File: src/rtl/mem_pkg.sv
// Shared encodings for the wait-state data memory.
//   op_e    : request operation codes (load/store/swap/reserved)
//   size_e  : access size codes (byte/half/word/reserved)
//   state_e : FSM state encoding for data_memory_ws
//   misaligned() : alignment check of an access given size and addr[1:0]
package mem_pkg;

    typedef enum logic [1:0] {
        OpLoad  = 2'b00,
        OpStore = 2'b01,
        OpSwap  = 2'b10,
        OpRsvd  = 2'b11
    } op_e;

    typedef enum logic [1:0] {
        SzByte = 2'b00,
        SzHalf = 2'b01,
        SzWord = 2'b10,
        SzRsvd = 2'b11
    } size_e;

    typedef enum logic [1:0] {
        StIdle = 2'b00,
        StWait = 2'b01,
        StResp = 2'b10
    } state_e;

    localparam int unsigned CntW = 4;

    // True when the access does not sit on its natural boundary.
    function automatic logic misaligned(input size_e sz, input logic [1:0] lo);
        logic bad;
        bad = 1'b0;
        case (sz)
            SzHalf:  bad = lo[0];
            SzWord:  bad = (lo != 2'b00);
            default: bad = 1'b0;
        endcase
        return bad;
    endfunction

endpackage

File: src/rtl/lane_align.sv
// Combinational lane handling for sub-word accesses.
//   word_i     : current contents of the addressed word
//   lane_i     : addr[1:0] of the access
//   size_i     : access size
//   unsigned_i : zero-extend (1) or sign-extend (0) sub-word loads
//   wdata_i    : right-aligned store data
//   load_o     : addressed lane extracted and extended (word passes through)
//   merge_o    : word_i with the addressed lane replaced by the low bits of wdata_i
module lane_align
    import mem_pkg::*;
#(
    parameter int unsigned XLEN = 32
) (
    input  logic [XLEN-1:0] word_i,
    input  logic [1:0]      lane_i,
    input  size_e           size_i,
    input  logic            unsigned_i,
    input  logic [XLEN-1:0] wdata_i,
    output logic [XLEN-1:0] load_o,
    output logic [XLEN-1:0] merge_o
);

    logic [7:0]  byte_v;
    logic [15:0] half_v;

    always_comb begin
        byte_v = word_i[{lane_i, 3'b000} +: 8];
        half_v = word_i[{lane_i[1], 4'b0000} +: 16];
        load_o = '0;
        case (size_i)
            SzByte: load_o = unsigned_i ? {{(XLEN-8){1'b0}}, byte_v}
                                        : {{(XLEN-8){byte_v[7]}}, byte_v};
            SzHalf: load_o = unsigned_i ? {{(XLEN-16){1'b0}}, half_v}
                                        : {{(XLEN-16){half_v[15]}}, half_v};
            SzWord: load_o = word_i;
            default: load_o = '0;
        endcase
    end

    always_comb begin
        merge_o = word_i;
        case (size_i)
            SzByte: merge_o[{lane_i, 3'b000} +: 8]     = wdata_i[7:0];
            SzHalf: merge_o[{lane_i[1], 4'b0000} +: 16] = wdata_i[15:0];
            SzWord: merge_o = wdata_i;
            default: merge_o = word_i;
        endcase
    end

endmodule

File: src/rtl/data_memory_ws.sv
// Word-organised data memory with a fixed number of wait states per access.
// One request is outstanding at a time: IDLE -> WAIT (WAIT cycles) -> RESP -> IDLE.
//   clk, rst (sync, active-low)
//   req_valid/req_ready     : request handshake, ready only in IDLE
//   req_op/req_size         : operation and size codes (see mem_pkg)
//   req_unsigned            : zero-extend sub-word loads
//   req_addr/req_wdata      : byte address and right-aligned write data
//   resp_valid              : one-cycle response strobe
//   resp_rdata/resp_err     : load/swap old data and reject flag, zero outside RESP
module data_memory_ws
    import mem_pkg::*;
#(
    parameter int unsigned XLEN       = 32,
    parameter int unsigned DEPTH      = 128,
    parameter int unsigned WAIT       = 2,
    parameter int unsigned INIT_IDENT = 1
) (
    input  logic            clk,
    input  logic            rst,
    input  logic            req_valid,
    output logic            req_ready,
    input  logic [1:0]      req_op,
    input  logic [1:0]      req_size,
    input  logic            req_unsigned,
    input  logic [XLEN-1:0] req_addr,
    input  logic [XLEN-1:0] req_wdata,
    output logic            resp_valid,
    output logic [XLEN-1:0] resp_rdata,
    output logic            resp_err
);

    localparam int unsigned     IdxW    = (DEPTH > 1) ? $clog2(DEPTH) : 1;
    localparam bit              NoWait  = (WAIT == 0);
    localparam logic [CntW-1:0] WaitCnt = CntW'(WAIT);

    state_e          state_q, state_d;
    logic [CntW-1:0] cnt_q, cnt_d;
    logic            commit;

    // Request fields captured at accept.
    op_e             op_q;
    size_e           size_q;
    logic            uns_q;
    logic [XLEN-1:0] addr_q;
    logic [XLEN-1:0] wdata_q;

    logic [XLEN-1:0] rdata_q;
    logic            err_q;

    logic            accept;

    // ---------------- FSM ----------------
    always_comb begin
        state_d = state_q;
        cnt_d   = cnt_q;
        commit  = 1'b0;
        case (state_q)
            StIdle: begin
                if (req_valid) begin
                    if (NoWait) begin
                        state_d = StResp;
                        commit  = 1'b1;
                    end else begin
                        state_d = StWait;
                        cnt_d   = WaitCnt;
                    end
                end
            end
            StWait: begin
                cnt_d = cnt_q - 1'b1;
                // Leaving on the last wait cycle; <= also recovers from a zero count.
                if (cnt_q <= CntW'(1)) begin
                    state_d = StResp;
                    cnt_d   = '0;
                    commit  = 1'b1;
                end
            end
            StResp: begin
                state_d = StIdle;
                cnt_d   = '0;
            end
            default: begin
                state_d = StIdle;
                cnt_d   = '0;
            end
        endcase
    end

    assign accept     = (state_q == StIdle) && req_valid;
    assign req_ready  = (state_q == StIdle);
    assign resp_valid = (state_q == StResp);

    // ---------------- Access path ----------------
    // With no wait states the access commits on the accept edge, so it must use
    // the live request rather than the captured copy.
    op_e             acc_op;
    size_e           acc_size;
    logic            acc_uns;
    logic [XLEN-1:0] acc_addr;
    logic [XLEN-1:0] acc_wdata;
    logic            acc_oob;
    logic            acc_err;
    logic [IdxW-1:0] acc_idx;
    logic [XLEN-1:0] rd_word;
    logic [XLEN-1:0] load_word;
    logic [XLEN-1:0] merge_word;
    logic [XLEN-1:0] resp_data;
    logic            we;

    logic [DEPTH-1:0][XLEN-1:0] mem_words;

    always_comb begin
        if (state_q == StIdle) begin
            acc_op    = op_e'(req_op);
            acc_size  = size_e'(req_size);
            acc_uns   = req_unsigned;
            acc_addr  = req_addr;
            acc_wdata = req_wdata;
        end else begin
            acc_op    = op_q;
            acc_size  = size_q;
            acc_uns   = uns_q;
            acc_addr  = addr_q;
            acc_wdata = wdata_q;
        end
    end

    assign acc_oob = ({2'b00, acc_addr[XLEN-1:2]} >= XLEN'(DEPTH));
    assign acc_idx = acc_addr[IdxW+1:2];

    assign acc_err = (acc_op == OpRsvd) || (acc_size == SzRsvd) ||
                     misaligned(acc_size, acc_addr[1:0]) ||
                     ((acc_op == OpSwap) && (acc_size != SzWord)) ||
                     acc_oob;

    assign rd_word = acc_oob ? '0 : mem_words[acc_idx];

    lane_align #(
        .XLEN(XLEN)
    ) u_lane_align (
        .word_i    (rd_word),
        .lane_i    (acc_addr[1:0]),
        .size_i    (acc_size),
        .unsigned_i(acc_uns),
        .wdata_i   (acc_wdata),
        .load_o    (load_word),
        .merge_o   (merge_word)
    );

    // Swap is word-only, so the lane path yields the old word and the new word.
    assign resp_data = (acc_err || (acc_op == OpStore)) ? '0 : load_word;
    assign we        = commit && !acc_err && rst &&
                       ((acc_op == OpStore) || (acc_op == OpSwap));

    // ---------------- State registers ----------------
    always_ff @(posedge clk) begin
        if (!rst) begin
            state_q <= StIdle;
            cnt_q   <= '0;
            rdata_q <= '0;
            err_q   <= '0;
        end else begin
            state_q <= state_d;
            cnt_q   <= cnt_d;
            // Response registers are only non-zero for the single RESP cycle.
            if (commit) begin
                rdata_q <= resp_data;
                err_q   <= acc_err;
            end else begin
                rdata_q <= '0;
                err_q   <= 1'b0;
            end
        end
    end

    // Captured request needs no reset: it is only read outside IDLE.
    always_ff @(posedge clk) begin
        if (accept) begin
            op_q    <= op_e'(req_op);
            size_q  <= size_e'(req_size);
            uns_q   <= req_unsigned;
            addr_q  <= req_addr;
            wdata_q <= req_wdata;
        end
    end

    assign resp_rdata = rdata_q;
    assign resp_err   = err_q;

    // ---------------- Storage ----------------
    // Per-word registers with a power-up value; reset never touches them.
    for (genvar i = 0; i < DEPTH; i++) begin : g_word
        logic [XLEN-1:0] word_q = (INIT_IDENT != 0) ? XLEN'(i) : '0;

        always_ff @(posedge clk) begin
            if (we && (acc_idx == IdxW'(i))) begin
                word_q <= merge_word;
            end
        end

        assign mem_words[i] = word_q;
    end

endmodule

File: config.mk
export PLATFORM = sky130hd
export DESIGN_NAME = data_memory_ws
export DESIGN_NICKNAME = d
export VERILOG_FILES = /design/src/rtl/mem_pkg.sv /design/src/rtl/lane_align.sv /design/src/rtl/data_memory_ws.sv
export SDC_FILE = /design/constraint.sdc
export NUM_CORES = 2
export LEC_CHECK = 0
export BUFFER_PORTS_ARGS = -buffer_cell sky130_fd_sc_hd__buf_2
export CAP_MARGIN = 10
export CORE_ASPECT_RATIO = 0.9
export CORE_UTILIZATION = 50
export DETAILED_ROUTE_END_ITERATION = 10
export PLACE_DENSITY = 0.62
export RECOVER_POWER = 50
export REMOVE_ABC_BUFFERS = 1
export SYNTH_ARGS = -nofsm -noshare
export SYNTH_HDL_FRONTEND = slang
export SYNTH_SLANG_ARGS = --single-unit
export TNS_END_PERCENT = 20
File: constraint.sdc
create_clock -name clk -period 17.6 [get_ports clk]
set_input_delay 0.88 -clock clk [delete_from_list [all_inputs] [get_ports clk]]
set_output_delay 0.88 -clock clk [all_outputs]
set_load 0.005 [all_outputs]
# [After elaboration in Yosys (flattened, before gate mapping)]
# Cells that the tools add are included.
[totals] register_bits=4204 latch_bits=0 mem_bits_rw=0 rom_bits=0 in_bits=72 out_inout_bits=35 n_memories=0
[classes] add_sub_neg=3 n_mul=0 div=0 order_cmp=3 n_eq_ne=138 n_shift=6 mux=23 bitwise_logic=2 reduce_logical=147
[op_table] operator="$eq 7x7->1 const B" count=64
[op_table] operator="$bmux 32 s7" count=1
[op_table] operator="$eq 7x6->1 const B" count=32
[op_table] operator="$mux 32" count=6
[op_table] operator="$pmux 32 s3" count=2
[op_table] operator="$logic_and 1x1->1" count=133
[op_table] operator="$eq 7x5->1 const B" count=16
[op_table] operator="$bwmux 32" count=2
[op_table] operator="$eq 7x4->1 const B" count=8
[op_table] operator="$shift 16x7->32 const A" count=1
[op_table] operator="$shift 8x7->32 const A" count=1
[op_table] operator="$shiftx 16x7->32" count=1
[op_table] operator="$shiftx 32x6->16" count=1
[op_table] operator="$shiftx 32x6->8" count=1
[op_table] operator="$shiftx 8x7->32" count=1
[op_table] operator="$ge 30x8->1 const B" count=1
[op_table] operator="$eq 7x3->1 const B" count=4
[op_table] operator="$eq 7x2->1 const B" count=2
[op_table] operator="$neg 5->7" count=2
[op_table] operator="$eq 2x2->1 const B" count=5
[op_table] operator="$lt 7x8->1 const B" count=1
[op_table] operator="$mux 2" count=4
[op_table] operator="$mux 4" count=2
[op_table] operator="$pmux 4 s2" count=1
[op_table] operator="16 further kinds" count=30

# [Logic depth before layout (Yosys ltp)]
[depth] word_depth=12 depth_mapped=21 ltp_nobuf=13

# [Cells and area by module]
# Synthesis repeated with hierarchy kept, for this count alone.
[unflattened] cells_unflattened=8991 hier_area_um2=153568.5
[by_module_without_submodules] mod="data_memory_ws" n_inst=1 cells_each=8710 area_per_inst_um2=151675.5 seq_area_each_um2=125850.7
[by_module_without_submodules] mod="lane_align" n_inst=1 cells_each=281 area_per_inst_um2=1893.1 seq_area_each_um2=0.0

# [Worst setup path after synthesis]
# No wires, ideal clock.
[synth_timing] path_kind="register -> register" from="reg state_q[1]" to="reg g_word[0].word_q[16], data pin" setup_time_ps=933 arrival_time_ps=7168 required_time_ps=16667 path_slack_ps=9499 path_stages_with_launch=17 path_cell_list="dfxtp_1 buf_2 or2_1 buf_6 inv_2 buf_4 buf_2 buf_1 clkbuf_1 mux2i_1 ha_1 clkbuf_1 clkbuf_1 clkbuf_1 nand2_1 a21oi_1 a2bb2oi_1"
[synth_via] elab_chain_len=7
[synth_lines] element="from (decl)" line_no="data_memory_ws.sv:36" source="state_e state_q, state_d;"
[synth_lines] element="from (signal assigned)" line_no="data_memory_ws.sv:158" source="state_q <= StIdle;"
[synth_lines] element="from (signal assigned)" line_no="data_memory_ws.sv:163" source="state_q <= state_d;"
[synth_lines] element="$logic_not 2->1 (*)"
[synth_lines] element="via req_ready" line_no="data_memory_ws.sv:21" source="output logic req_ready,"
[synth_lines] element="parallel branches: the longest is 5 deep, another holds $neg 5->7"
[synth_lines] element="$pmux 32 s3 (*)" line_no="lane_align.sv:42" source="case (size_i)"
[synth_lines] element="via merge_word[16]" line_no="data_memory_ws.sv:106" source="logic [XLEN-1:0] merge_word;"
[synth_lines] element="to (signal assigned)" line_no="data_memory_ws.sv:197" source="word_q <= merge_word;"
[synth_lines] element="to (decl)" line_no="data_memory_ws.sv:193" source="logic [XLEN-1:0] word_q = (INIT_IDENT != 0) ? XLEN'(i) : '0;"
# Mark *: on every way through the listed nets, which the timed path passes. The select of a mux whose other input is x is not followed.
# A chain may end at the register's enable or synchronous reset.

# [Worst setup path in the final report]
[layout_timing] from="reg state_q[1]" to="reg g_word[38].word_q[16], enable pin"
[layout_via] elab_chain_len=12
[layout_lines] element="parallel branches: the longest is 11 deep, another holds $ge 30x8->1"
[layout_lines] element="$logic_and 1x1->1 (*)" line_no="data_memory_ws.sv:196" source="if (we && (acc_idx == IdxW'(i))) begin"
[layout_lines] element="to (signal assigned)" line_no="data_memory_ws.sv:197"
[layout_lines] element="to (decl)" line_no="data_memory_ws.sv:193"
# Mark *: on every way between the ends.

==> metrics.md <==
| Metric | Value |
|---|---|
| Period minus WS final | `12.79 ns` |
| First-pass GRT wire length | `669 mm` |
| Worst-margin pin slew | `between 4 and 5 ns` |
| Via density | `6.82` |
| Die width | `586 um` |
| Yosys synthesis warning count | `0` |
| Count of different cell masters after synthesis | `62` |
| Slowest CP cell | `clkinvlp_2` |
| Fraction of layout cells with a size suffix above 1 | `11.4%` |
| Nets | `around 9,300` |
| Area leader, netlist | `edfxtp_1` |
| Hold buffer count at CTS | `0` |
| Drc violations | `0` |
| Placed cell count | `~13,000` |
| Hold Slack | `0.119 ns` |
| Register area share after synthesis | `82.1%` |
| Area of the multi-input gates | `~26,000 um2` |
| RSZ-0062 raised after global routing | `false` |
| Worst Skew | `~0.07 ns` |
| Syn_area_per_cell | `about 17 um2` |
| Post-synth top cells | `edfxtp_1, o22ai_1, o21ai_0` |
| CP Cell Sequence | `or2_0, clkbuf_1, clkinvlp_2, clkbuf_1, mux2i_1, ha_1, clkbuf_1, inv_1, a211oi_1, o21ai_0, nor2_1, nand2_1, nor2_1, nand2_1, clkbuf_1, nor2_4, buf_4` |
| Pwr Density | `131 nW/um2` |
| Io pins | `roughly 110` |
| Area of the core | `approximately 300,000 um2` |
| Critical Setup Path Class | `reg -> reg` |
| Area contributors post-synth | `edfxtp_1, o22ai_1, o21ai_0` |
| Rel. slew slack | `-201%` |
| Layout Cells excl Fill | `13,600` |
| Global route overflow | `0` |
| Critical Path RT | `approximately 18 ns` |
| Pleak | `52.3 nW` |
| DP Wirelength | `255 mm` |
| Final Hold Vio Count | `0` |
| Arrival time at the worst endpoint | `13.33 ns` |
| Global placement routability congestion | `0.957` |
| Asr flop ratio synth | `0%` |
| Crit-path max cell delay | `~2.3 ns` |
| CTS max path bufs | `4` |
| Worst R2R Path Depth | `17` |
| Rows | `192` |
| Die area | `roughly 300,000 um2` |
| Largest net degree at the start of global routing | `153` |
| Synth Cell Area | `approximately 150,000 um2` |
| Number of global-route vias before repair | `roughly 88,000` |
| Clock Sinks | `between 4,000 and 5,000` |
| CTS root buf | `clkbuf_16` |
| Max Slew Vio Count | `244` |
| Initial Util | `about 50%` |
| Worst VDD drop | `around 99 uV` |
| Port-buffer cells | `roughly 110` |
| Period utilisation layout | `72.7%` |
| CTS tree | `done` |
| Design Area, Final | `around 170,000 um2` |
| Fillcell total | `around 23,000` |
| Wire per inst | `around 36 um` |
| Max-cap check violation count | `10` |
| Status | `finished with violations` |
| Post-synthesis register bit count | `4,204` |
| Synth Instances | `8,993` |
| H-tree levels | `5` |
| Top cell type's share of synthesized area | `81.6%` |
| Total Negative Setup Slacks | `0 ns` |
| Post-CTS Setup Inserts | `0` |
| Antenna Nets Post-Route | `0` |
| Initial drt markers | `14,300` |
| TritonCTS buffer count | `401` |
| Post_cts resized | `0` |
| Reg clk slew, reported paths | `0.06 ns` |
| Most Frequent Cell on Critical Path | `clkbuf_1` |
| Top-count cell post-synth | `edfxtp_1` |
| Final setup viols | `0` |
| Via Count | `92,800` |
| Synth-to-Final Area Change | `12.6%` |
| All-layer global routing usage | `30.7%` |
| Pre-antenna DRT Iters | `7` |
| FMAX | `~0.08 GHz` |
| EDFF count, synth | `4,165` |
| Failing checks | `max-capacitance violations, max-slew violations` |
| Most used DFF post-synth | `edfxtp_1` |
| Worst-skew pair later-pin latency | `0.95 ns` |
| Total Wirelength | `484 mm` |
| Setup crit start kind | `register` |
| Worst Hold Class | `in -> reg` |
| Die Y | `527 um` |
| CP Capture Type | `register` |
| Dpl cell area | `about 160,000 um2` |
| CP Max Fanout | `41` |
| FF+latch area | `126,000 um2` |
| Worst Hold Depth | `1` |
| Initial antenna violation count | `17` |
-- state kept, by name, indices dropped and copies added, names as in the netlist, 2 cells and up --
register,flops
resp_rdata,32
addr_q,32
wdata_q,32
state_q,2
op_q,2
size_q,2
g_word.word_q,4096
cnt_q,4
-- metal layers --
metal  global-route usage (%)  share of wire [%]
met3                     7.03                 12
met2                     45.9                 45
met1                     42.4                 37
met5                        0              0.011
met4                     16.1                6.1
-- cell usage in the layout, fill, tap and decap left out, drive strengths merged, types with 6 or more instances in the layout --
master       n
nor3        28
nand4      146
a2bb2oi      7
mux2i       40
nor4        27
a211oi       7
a222oi      17
a21oi       73
nand2      121
nor2       198
o21ai     1097
clkinvlp    11
diode       17
a21o         9
buf        337
a41oi      126
clkbuf     591
edfxtp    4165
clkinv     179
nand3       26
dfxtp       39
a22oi       56
o22ai     2052
a31oi       14
bufinv      25
inv         32
ha          14
a221o        6
-- critical path, delay by kind of cell (launching register included) --
kind,cells,cell delay [ns]
fa+ha+maj,1,0.22
compound gates,2,0.49
simple gates,6,2.48
buf+inv,7,8.00
mux,1,0.62
flops,1,0.46
-- worst paths after layout --
check                           slack, ns     startpoint                     to
worst max register to register       4.81     state_q[1]  g_word[38].word_q[16]
worst min register to register       0.54       cnt_q[1]               cnt_q[1]
worst max-delay path                 4.81     state_q[1]  g_word[38].word_q[16]
worst min-delay path                 0.12  req_wdata[24]            wdata_q[24]
-- where the power goes --
group	internal [mW]	switching (mW)	total [mW]
clock network	4.63	3.65	8.28
logic	0.524	2.19	2.71
registers	11.6	0.00738	11.6
-- cell type report --
cell class / count / share of cell area [%]
Antenna cell: 17 / 0.0247
Clock buffer: 491 / 6.13
Clock inverter: 226 / 1.06
Inverter: 21 / 0.0464
Multi-Input combinational cell: 4127 / 15.0
Sequential cell: 4204 / 73.0
Tap cell: 4074 / 2.96
Timing Repair Buffer: 437 / 1.82
-- cells by family (layout without fill, tap and decap cells) --
logic type               Yosys count  count (layout)  synth area share, %
buffers and inverters            662            1175                 1.92
other                              0              17                    0
flip-flops                      4204            4204                 82.1
multiplexers                      43              43                0.291
AND/OR/NAND/NOR                  574             574                 1.80
XOR/XNOR                           3               3               0.0171
adder cells (fa/ha/maj)           14              14                0.114
AO/OA/AOI/OAI                   3493            3493                 13.7
-- through the flow --
stage	utilization, %	total power [mW]	worst slack [ns]
global placement	52.6	14.4	9.31
floorplan	-	13.5	-2.98
global route	56.7	23.1	4.47
detailed placement	52.6	14.4	9.21
CTS	56.7	22.5	9.22
finish	56.7	22.6	4.81
Note: power is estimated with default switching activity, not from simulation.
